File: config.mk
export PLATFORM = sky130hd
export DESIGN_NAME = amm_dma_engine
export DESIGN_NICKNAME = d
export VERILOG_FILES = /design/src/rtl/amm_dma_pkg.sv /design/src/rtl/amm_dma_csr.sv /design/src/rtl/amm_dma_engine.sv
export SDC_FILE = /design/constraint.sdc
export NUM_CORES = 1
export LEC_CHECK = 0
export ABC_AREA = 0
export BUFFER_PORTS_ARGS = -buffer_cell sky130_fd_sc_hd__buf_4
export CAP_MARGIN = 30
export CORE_ASPECT_RATIO = 1.75
export CORE_MARGIN = 2
export CORE_UTILIZATION = 47
export DETAILED_ROUTE_END_ITERATION = 6
export GPL_TIMING_DRIVEN = 0
export PLACE_DENSITY = 0.67
export SLEW_MARGIN = 15
export SYNTH_ARGS = -nofsm -noshare
export SYNTH_HDL_FRONTEND = slang
export SYNTH_SLANG_ARGS = --single-unit
File: constraint.sdc
create_clock -name clk -period 10.45 [get_ports clk]
set_input_delay 2.09 -clock clk [delete_from_list [all_inputs] [get_ports clk]]
set_output_delay 2.09 -clock clk [all_outputs]
set_load 0.01 [all_outputs]
File: src/rtl/amm_dma_pkg.sv
// Shared constants and types for the Avalon-MM DMA engine: CSR map, bit positions,
// transfer modes and master FSM states.
package amm_dma_pkg;

  localparam int unsigned CsrCtrl   = 0;
  localparam int unsigned CsrStatus = 1;
  localparam int unsigned CsrSrc    = 2;
  localparam int unsigned CsrDst    = 3;
  localparam int unsigned CsrLen    = 4;
  localparam int unsigned CsrFill   = 5;
  localparam int unsigned CsrCount  = 6;

  localparam int unsigned CtrlStart   = 0;
  localparam int unsigned CtrlAbort   = 1;
  localparam int unsigned CtrlModeLsb = 2;
  localparam int unsigned CtrlIrqEn   = 4;

  localparam int unsigned StatBusy    = 0;
  localparam int unsigned StatDone    = 1;
  localparam int unsigned StatAborted = 2;

  typedef enum logic [1:0] {
    ModeCopy = 2'd0,
    ModeFill = 2'd1,
    ModeIncr = 2'd2,
    ModeRsvd = 2'd3
  } dma_mode_e;

  typedef enum logic [2:0] {
    StIdle,
    StRdReq,
    StRdWait,
    StWrReq,
    StFinish
  } dma_state_e;

endpackage

File: src/rtl/amm_dma_csr.sv
// CSR slave for the DMA engine: register file, one-cycle registered read path and
// start/abort command pulses.
module amm_dma_csr
  import amm_dma_pkg::*;
#(
  parameter int unsigned MASTER_ADDRESSWIDTH = 26,
  parameter int unsigned SLAVE_ADDRESSWIDTH  = 3,
  parameter int unsigned DATAWIDTH           = 32,
  parameter int unsigned LENWIDTH            = 16
) (
  input  logic                           clk,
  input  logic                           reset,
  input  logic [SLAVE_ADDRESSWIDTH-1:0]  slave_address,
  input  logic [DATAWIDTH-1:0]           slave_writedata,
  input  logic                           slave_write,
  input  logic                           slave_read,
  input  logic                           slave_chipselect,
  output logic [DATAWIDTH-1:0]           slave_readdata,
  input  logic                           busy,
  input  logic                           done,
  input  logic                           aborted,
  input  logic [LENWIDTH-1:0]            count,
  output logic [MASTER_ADDRESSWIDTH-1:0] src,
  output logic [MASTER_ADDRESSWIDTH-1:0] dst,
  output logic [LENWIDTH-1:0]            len,
  output logic [DATAWIDTH-1:0]           fill,
  output dma_mode_e                      mode,
  output logic                           irq_en,
  output logic                           start,
  output logic                           abort,
  output logic                           done_clr,
  output logic                           aborted_clr
);

  logic                 wr, rd;
  logic [31:0]          addr;
  logic [DATAWIDTH-1:0] rdata;

  assign wr   = slave_chipselect && slave_write;
  assign rd   = slave_chipselect && slave_read;
  assign addr = 32'(slave_address);

  assign done_clr    = wr && addr == CsrStatus && slave_writedata[StatDone];
  assign aborted_clr = wr && addr == CsrStatus && slave_writedata[StatAborted];

  always_comb begin
    rdata = '0;
    case (addr)
      CsrCtrl: begin
        rdata[CtrlIrqEn]          = irq_en;
        rdata[CtrlModeLsb +: 2]   = mode;
      end
      CsrStatus: begin
        rdata[StatBusy]    = busy;
        rdata[StatDone]    = done;
        rdata[StatAborted] = aborted;
      end
      CsrSrc:   rdata = DATAWIDTH'(src);
      CsrDst:   rdata = DATAWIDTH'(dst);
      CsrLen:   rdata = DATAWIDTH'(len);
      CsrFill:  rdata = fill;
      CsrCount: rdata = DATAWIDTH'(count);
      default:  rdata = '0;
    endcase
  end

  always_ff @(posedge clk or posedge reset) begin
    if (reset) begin
      src            <= '0;
      dst            <= '0;
      len            <= '0;
      fill           <= '0;
      mode           <= ModeCopy;
      irq_en         <= 1'b0;
      start          <= 1'b0;
      abort          <= 1'b0;
      slave_readdata <= '0;
    end else begin
      // Abort wins over a start carried in the same CTRL write.
      start <= wr && addr == CsrCtrl && slave_writedata[CtrlStart] &&
               !slave_writedata[CtrlAbort] && !busy;
      abort <= wr && addr == CsrCtrl && slave_writedata[CtrlAbort];
      if (wr && addr == CsrCtrl) begin
        irq_en <= slave_writedata[CtrlIrqEn];
        if (!busy) mode <= dma_mode_e'(slave_writedata[CtrlModeLsb +: 2]);
      end
      if (wr && !busy) begin
        if (addr == CsrSrc)  src  <= MASTER_ADDRESSWIDTH'(slave_writedata);
        if (addr == CsrDst)  dst  <= MASTER_ADDRESSWIDTH'(slave_writedata);
        if (addr == CsrLen)  len  <= LENWIDTH'(slave_writedata);
        if (addr == CsrFill) fill <= slave_writedata;
      end
      if (rd) slave_readdata <= rdata;
    end
  end

endmodule

File: src/rtl/amm_dma_engine.sv
// Avalon-MM DMA engine: copy, fill or incrementing-fill of LEN words from a CSR-programmed
// source/destination, one outstanding master request at a time.
module amm_dma_engine
  import amm_dma_pkg::*;
#(
  parameter int unsigned MASTER_ADDRESSWIDTH = 26,
  parameter int unsigned SLAVE_ADDRESSWIDTH  = 3,
  parameter int unsigned DATAWIDTH           = 32,
  parameter int unsigned LENWIDTH            = 16
) (
  input  logic                           clk,
  input  logic                           reset,
  input  logic [SLAVE_ADDRESSWIDTH-1:0]  slave_address,
  input  logic [DATAWIDTH-1:0]           slave_writedata,
  input  logic                           slave_write,
  input  logic                           slave_read,
  input  logic                           slave_chipselect,
  output logic [DATAWIDTH-1:0]           slave_readdata,
  output logic [MASTER_ADDRESSWIDTH-1:0] master_address,
  output logic [DATAWIDTH-1:0]           master_writedata,
  output logic                           master_write,
  output logic                           master_read,
  input  logic [DATAWIDTH-1:0]           master_readdata,
  input  logic                           master_readdatavalid,
  input  logic                           master_waitrequest,
  output logic                           irq
);

  localparam logic [MASTER_ADDRESSWIDTH-1:0] AddrStep = MASTER_ADDRESSWIDTH'(DATAWIDTH / 8);

  dma_state_e                     state_q;
  logic                           busy_q, done_q, aborted_q, abort_pend_q;
  logic [LENWIDTH-1:0]            count_q, count_inc;
  logic [MASTER_ADDRESSWIDTH-1:0] src_q, dst_q;
  logic [DATAWIDTH-1:0]           data_q, wdata;

  logic [MASTER_ADDRESSWIDTH-1:0] cfg_src, cfg_dst;
  logic [LENWIDTH-1:0]            cfg_len;
  logic [DATAWIDTH-1:0]           cfg_fill;
  dma_mode_e                      cfg_mode;
  logic                           irq_en, start, abort, done_clr, aborted_clr;
  logic                           is_copy, abort_seen;

  amm_dma_csr #(
    .MASTER_ADDRESSWIDTH(MASTER_ADDRESSWIDTH),
    .SLAVE_ADDRESSWIDTH (SLAVE_ADDRESSWIDTH),
    .DATAWIDTH          (DATAWIDTH),
    .LENWIDTH           (LENWIDTH)
  ) u_csr (
    .clk              (clk),
    .reset            (reset),
    .slave_address    (slave_address),
    .slave_writedata  (slave_writedata),
    .slave_write      (slave_write),
    .slave_read       (slave_read),
    .slave_chipselect (slave_chipselect),
    .slave_readdata   (slave_readdata),
    .busy             (busy_q),
    .done             (done_q),
    .aborted          (aborted_q),
    .count            (count_q),
    .src              (cfg_src),
    .dst              (cfg_dst),
    .len              (cfg_len),
    .fill             (cfg_fill),
    .mode             (cfg_mode),
    .irq_en           (irq_en),
    .start            (start),
    .abort            (abort),
    .done_clr         (done_clr),
    .aborted_clr      (aborted_clr)
  );

  assign is_copy    = !(cfg_mode == ModeFill || cfg_mode == ModeIncr);
  assign abort_seen = abort_pend_q || (abort && busy_q);
  assign count_inc  = count_q + LENWIDTH'(1);
  assign irq        = done_q && irq_en;

  always_comb begin
    wdata = data_q;
    case (cfg_mode)
      ModeFill: wdata = cfg_fill;
      ModeIncr: wdata = cfg_fill + DATAWIDTH'(count_q);
      default:  wdata = data_q;
    endcase
  end

  // Master outputs decode straight from registered state, so reset clears them at once.
  always_comb begin
    master_read      = 1'b0;
    master_write     = 1'b0;
    master_address   = '0;
    master_writedata = '0;
    if (state_q == StRdReq) begin
      master_read    = 1'b1;
      master_address = src_q;
    end else if (state_q == StWrReq) begin
      master_write     = 1'b1;
      master_address   = dst_q;
      master_writedata = wdata;
    end
  end

  always_ff @(posedge clk or posedge reset) begin
    if (reset) begin
      state_q      <= StIdle;
      busy_q       <= 1'b0;
      done_q       <= 1'b0;
      aborted_q    <= 1'b0;
      abort_pend_q <= 1'b0;
      count_q      <= '0;
      src_q        <= '0;
      dst_q        <= '0;
      data_q       <= '0;
    end else begin
      if (done_clr)         done_q       <= 1'b0;
      if (aborted_clr)      aborted_q    <= 1'b0;
      if (abort && busy_q)  abort_pend_q <= 1'b1;
      case (state_q)
        StIdle: begin
          if (start) begin
            count_q <= '0;
            src_q   <= cfg_src;
            dst_q   <= cfg_dst;
            if (cfg_len == '0) begin
              done_q <= 1'b1;
            end else begin
              busy_q  <= 1'b1;
              state_q <= is_copy ? StRdReq : StWrReq;
            end
          end
        end
        StRdReq: if (!master_waitrequest) state_q <= StRdWait;
        StRdWait: begin
          if (master_readdatavalid) begin
            data_q  <= master_readdata;
            state_q <= StWrReq;
          end
        end
        StWrReq: begin
          if (!master_waitrequest) begin
            count_q <= count_inc;
            src_q   <= src_q + AddrStep;
            dst_q   <= dst_q + AddrStep;
            // A pending abort only takes effect once the in-flight word has been written.
            if (count_inc == cfg_len || abort_seen) state_q <= StFinish;
            else                                    state_q <= is_copy ? StRdReq : StWrReq;
          end
        end
        StFinish: begin
          busy_q       <= 1'b0;
          abort_pend_q <= 1'b0;
          if (abort_seen) aborted_q <= 1'b1;
          else            done_q    <= 1'b1;
          state_q <= StIdle;
        end
        default: state_q <= StIdle;
      endcase
    end
  end

endmodule
==> qor.csv, run 1 <==
metric,value,unit
clk_lat worst skew,0.56,ns
DR WL/cell,24.12,microns
most numerous cell in the Yosys netlist,dfrtp_1,
post-CTS resize count,0,
slew of the pin with the lowest slew margin,0.9873,ns
number of routed nets with antenna violations,0,
post-CTS setup buffer count,0,
synthesized netlist cell count,1449,
1st-iter DRT viols,986,
unrepaired setup endpoints after global routing,no,
IO Pins,167,
row count,82,
post-route cell area,16340,sq um
HP Class,reg -> reg,
Core Box Area,28630,sq um
starting density of the core,47.77,%
router iterations before antenna repair,6,
CP bufs+invs,6,
CP most frequent cell,buf_1,
Synthesized Nets,1545,
grt ovf,0,
routed wire length,49250,microns
fin nets,1742,
initial antenna violation count,0,
clk_skew,0.02123,ns
Final Total Pwr,4.167,mW
Final Hold Slack,0.4740,ns
hold_buf cts,0,
CTS root buf,clkbuf_16,
Seq cells post-synth,244,
Post-synth EDFFs,0,
Layout fillers,2601,
"CTS clk-pin slew, worst paths",0.06,ns
final hold violation count,0,
CP Capture Type,output port,
max_cap viols,0,
Synth top cells by count,"244 x dfrtp_1, 183 x nand2_1, 142 x o21ai_0",
H-tree depth,1,
DP Area,15490,sq um
status,"complete, no violations",
Layout area overhead,19.46,%
post-synthesis sequential area ratio,44.65,%
vias per cell,6.205,
fmax,158.0,MHz
crit-path max cell delay,0.80,ns
crit path kind,reg -> out,
clk sinks,244,
TritonCTS clock tree,yes,
endpoints failing setup,0,
synth unique cells,63,
largest cells by area after synthesis,"dfrtp_1 45%, mux2_2 11%, o21ai_0 5.2%",
slew margin rel.,34.18,%
die area,30530,sq um
number of global-route vias before repair,12837,
Die W,132.9,microns
CTS Buffer Depth,3,
share of cells above drive strength 1,21.83,%
Post-Syn Area,13670,sq um
cell taking the most area after synthesis,dfrtp_1,
gpl congestion,1.004,
crit path time final,6.330,ns
final max-slew violation count,0,
Port Buffers,164,
mean area per synthesized cell,9.437,sq um
Inserted Clock Buffers,25,
Tcrit/Tclk final,60.58,%
"critical path fanouts, max",10,
detailed-route DRC error count,0,
LEAKAGE,7.022,nW
Vias,12671,
maximum VDD drop,0.1554,mV
crit path DAT,4.24,ns
slowest CP cell,buf_1,
first-pass GRT wire length,75000,microns
post-synth top area share,44.65,%
warning count from the yosys run,0,
HPWL after detailed placement,37730,microns
asr flop ratio synth,100.0,%
setup_tns,0,ns
Worst Path Required,8.36,ns
largest net degree at the start of global routing,72,
die height,229.6,microns
crit-path cells,clkbuf_1 > nand2_1 > or2_1 > inv_1 > buf_2 > buf_1 > buf_1 > o21ai_0 > a31oi_1 > buf_4,
Pwr Density,255.1,nW/um^2
Top delay family on crit path,buffers and inverters,
Worst Setup Start Kind,flip-flop,
prevailing post-synth register cell,dfrtp_1,
GRT Total Usage,32.21,%
==> final timing paths <==
check / start / end / slack (ns) / cells after the start
setup / recovery: state_q[0]$_DFFE_PP0P_ / master_writedata[15] / 4.12 / 10
hold / removal: src_q[1]$_DFFE_PP0P_ / src_q[1]$_DFFE_PP0P_ / 0.47 / 2
setup reg to reg: state_q[0]$_DFFE_PP0P_ / dst_q[3]$_DFFE_PP0P_ / 6.94 / 9
hold reg to reg: src_q[1]$_DFFE_PP0P_ / src_q[1]$_DFFE_PP0P_ / 0.47 / 2
max in group asynchronous: reset / count_q[7]$_DFFE_PP0P_ / 7.90 / 4
min in group asynchronous: reset / dst_q[22]$_DFFE_PP0P_ / 1.54 / 2
==> worst min-delay path, stage by stage, from the launching register on <==
cell,delay [ns]
dfrtp_1,0.34
nand2_1,0.05
nand2_1,0.05
==> per-layer routing <==
metal	global-route usage (%)	wire, microns	share of wire, %
met1	37.26	18190	37
met2	56.20	24990	51
met3	3.364	2562	5.2
met4	21.03	3517	7.1
met5	0	0	0
==> per-stage QoR <==
stage | cells | util, % | worst slack, ns
floorplan | 1449 | - | 1.658
global placement | 1991 | 53.72 | -1.248
detailed placement | 1996 | 54.12 | 4.768
CTS | 2040 | 57.03 | 4.176
global route | 2041 | 57.06 | 3.924
finish | 2042 | 57.07 | 4.120
==> report_power, final <==
group / internal [mW] / switching (mW) / total (mW)
registers: 1.22 / 0.312 / 1.54
logic: 0.710 / 0.991 / 1.70
clock network: 0.532 / 0.398 / 0.929
total: 2.47 / 1.70 / 4.17
==> cell families after synthesis <==
logic type | Yosys count | synth area share, %
AO/OA/AOI/OAI | 441 | 20.09
AND/OR/NAND/NOR | 425 | 14.47
flip-flops | 244 | 44.65
multiplexers | 152 | 12.53
buffers and inverters | 121 | 3.376
XOR/XNOR | 44 | 2.818
adder cells (fa/ha/maj) | 22 | 2.068
==> cells in the final DEF (no fill, tap or decap), types with 31 or more instances in the layout <==
| master | n |
|---|---|
| a21oi_1 | 103 |
| a22o_1 | 31 |
| a22oi_1 | 33 |
| buf_4 | 166 |
| clkbuf_1 | 81 |
| dfrtp_1 | 244 |
| mux2_2 | 133 |
| nand2_1 | 183 |
| nand3_1 | 47 |
| nor2_1 | 84 |
| o21ai_0 | 142 |
==> layout make-up <==
class / count / area (sq um) / share of cell area [%]
antenna: 1 / 2.502 / 0.01532
buffer: 97 / 371.6 / 2.275
clock buffer: 33 / 715.7 / 4.381
clock inverter: 11 / 117.6 / 0.7200
inverter: 24 / 97.59 / 0.5974
multi-input combinational: 1084 / 7118 / 43.57
sequential: 244 / 6106 / 37.38
tap: 378 / 473.0 / 2.895
timing repair buffer: 170 / 1334 / 8.165
==> flip-flops by register name, indices dropped and copies added, names as in the netlist, 2 cells and up <==
name,cells
src_q,26
u_csr.len,16
u_csr.dst,26
dst_q,26
state_q,3
u_csr.slave_readdata,32
u_csr.mode,2
data_q,32
u_csr.fill,32
count_q,16
u_csr.src,26
Power figures use the tool's default switching activity.
==> run 2: changes to the inputs <==
==> constraint.sdc (replaced) <==
create_clock -name clk -period 6.5 [get_ports clk]
set_input_delay 1.3 -clock clk [delete_from_list [all_inputs] [get_ports clk]]
set_output_delay 1.3 -clock clk [all_outputs]
set_load 0.01 [all_outputs]
==> qor.csv, run 2 (synthesis gave the netlist of run 1 again) <==
metric,value,unit,change
unrepaired setup endpoints after global routing,no,,unchanged
Die W,132.9,microns,unchanged
ant diodes,0,,was 1
Worst Setup Start Kind,flip-flop,,unchanged
Vias,12764,,was 12671
GRT Total Usage,32.41,%,was 32.21%
clk_lat worst skew,0.55,ns,was 0.56 ns
HP Class,reg -> reg,,unchanged
setup_tns,0,ns,unchanged
"CTS clk-pin slew, worst paths",0.07,ns,was 0.06 ns
clk_skew,0.02003,ns,was 0.02123 ns
Pwr Density,410.4,nW/um^2,was 255.1 nW/um^2
DR WL/cell,24.14,microns,was 24.12 microns
IO Pins,167,,unchanged
Core Box Area,28630,sq um,unchanged
crit path kind,reg -> out,,unchanged
number of global-route vias before repair,13142,,was 12837
1st-iter DRT viols,891,,was 986
grt ovf,0,,unchanged
routed wire length,49370,microns,was 49250 microns
number of routed nets with antenna violations,0,,unchanged
Util after Layout,57.45,%,was 57.07%
router iterations before antenna repair,5,,was 6
gpl congestion,0.9878,,was 1.004
Largest regs,"data_q (32), u_csr.fill (32), u_csr.slave_readdata (32)",,unchanged
post-CTS setup buffer count,0,,unchanged
die area,30530,sq um,unchanged
Final Total Pwr,6.749,mW,was 4.167 mW
Tcrit/Tclk final,87.38,%,
first-pass GRT wire length,75620,microns,was 75000 microns
Pint,4.004,mW,was 2.465 mW
Port Buffers,164,,unchanged
slew margin rel.,32.29,%,was 34.18%
CP Capture Type,output port,,unchanged
max_cap viols,0,,unchanged
Sw Pwr,2.745,mW,was 1.702 mW
initial antenna violation count,1,,was 0
Worst Path Required,5.20,ns,was 8.36 ns
most frequent cells in the layout,"244 x dfrtp_1, 183 x nand2_1, 167 x buf_4, 142 x o21ai_0, 133 x mux2_2",,"was 244 x dfrtp_1, 183 x nand2_1, 166 x buf_4, 142 x o21ai_0, 133 x mux2_2"
fin nets,1745,,was 1742
Layout area overhead,20.27,%,was 19.46%
share of cells above drive strength 1,22.08,%,was 21.83%
Flop pwr share,36.6,%,was 36.9%
crit path time final,5.680,ns,
LEAKAGE,7.058,nW,was 7.022 nW
combinational power share,40.8,%,about the same
CTS root buf,clkbuf_16,,unchanged
vias per cell,6.242,,was 6.205
hold_buf cts,0,,unchanged
starting density of the core,47.77,%,unchanged
final hold violation count,0,,unchanged
endpoints failing setup,0,,unchanged
final max-slew violation count,0,,unchanged
clock network fraction of design power,22.6,%,was 22.3%
"most common cell after layout, fill and taps aside",dfrtp_1,,unchanged
maximum VDD drop,0.2427,mV,was 0.1554 mV
status,"complete, no violations",,unchanged
slew of the pin with the lowest slew margin,1.016,ns,was 0.9873 ns
detailed-route DRC error count,0,,unchanged
Inserted Clock Buffers,24,,was 25
HPWL after detailed placement,38010,microns,was 37730 microns
H-tree depth,1,,unchanged
crit path DAT,4.38,ns,was 4.24 ns
Switching Share,40.68,%,was 40.84%
CTS Buffer Depth,3,,unchanged
post-CTS resize count,0,,unchanged
row count,82,,unchanged
"critical path fanouts, max",10,,unchanged
clk sinks,244,,unchanged
TritonCTS clock tree,yes,,unchanged
fmax,176.1,MHz,
largest net degree at the start of global routing,36,,was 72
die height,229.6,microns,unchanged
## run 2: cell types whose count changed in the layout (fill, tap and decap cells not counted)
| cell | change |
|---|---|
| clkbuf_4 | -1 |
| buf_16 | -1 |
| clkinv_2 | -2 |
| buf_4 | +1 |
| bufinv_16 | +1 |
| buf_12 | +6 |
| diode_2 | -1 |
| buf_2 | -1 |
| nor3b_2 | +1 |
| clkinvlp_4 | +3 |
| inv_8 | -2 |
| nor3b_1 | -1 |
## run 2: path summary, 6_finish.rpt
check	startpoint	to	slack, ns	depth (start not counted)
max	state_q[1]$_DFFE_PP0P_	master_writedata[15]	0.82	10
min	src_q[1]$_DFFE_PP0P_	src_q[1]$_DFFE_PP0P_	0.48	2
max reg2reg	state_q[1]$_DFFE_PP0P_	src_q[3]$_DFFE_PP0P_	2.88	9
min reg2reg	src_q[1]$_DFFE_PP0P_	src_q[1]$_DFFE_PP0P_	0.48	2
max in group asynchronous	reset	u_csr.fill[29]$_DFFE_PP0P_	4.18	7
min in group asynchronous	reset	u_csr.start$_DFF_PP0_	0.84	2
## run 2: power by group through the flow
stage,Sequential [mW],Combinational [mW],Clock [mW]
6_report,2.47,2.75,1.53
4_1_cts,2.44,2.73,1.54
3_5_place_dp,2.47,2.72,0
5_1_grt,2.52,2.99,1.59
2_1_floorplan,2.29,1.70,0
3_3_place_gp,2.46,2.66,0
## run 2: metal layers
layer,vias to the layer above,wire length [microns],track usage (%)
li1,5737,-,-
met1,6200,18000,37.50
met2,636,24550,55.59
met3,189,3004,3.453
met4,2,3811,23.05
met5,-,14,0
## run 2: layout make-up
type,count,area [sq um]
timing repair buffer,174,1421
clock inverter,11,141.4
inverter,24,93.84
fill,2561,12180
multi-input combinational,1084,7123
tap,378,473.0
clock buffer,33,715.7
sequential,244,6106
buffer,97,371.6
## run 2: stage by stage
| step | instance area (sq um) | setup WS, ns | hold WS [ns] | instances |
|---|---|---|---|---|
| after global placement | 15380 | 0.4299 | 0.4604 | 1991 |
| after global routing | 16450 | 0.8258 | 0.5064 | 2045 |
| after CTS | 16440 | 0.9648 | 0.4875 | 2044 |
| final | 16450 | 0.8201 | 0.4814 | 2045 |
| after detailed placement | 15580 | 1.540 | 0.4718 | 2000 |
| after floorplan | 13680 | 1.996 | 0.4462 | 1449 |
## run 2: critical path, cell delays in order (launching register included)
cell and delay (ns):
dfrtp_1 0.34, clkbuf_1 0.30, nand2_1 0.21, or2_1 0.37, inv_1 0.23, buf_2 0.25
buf_1 0.67, buf_1 0.82, o21ai_0 0.24, a31oi_1 0.24, buf_4 0.16
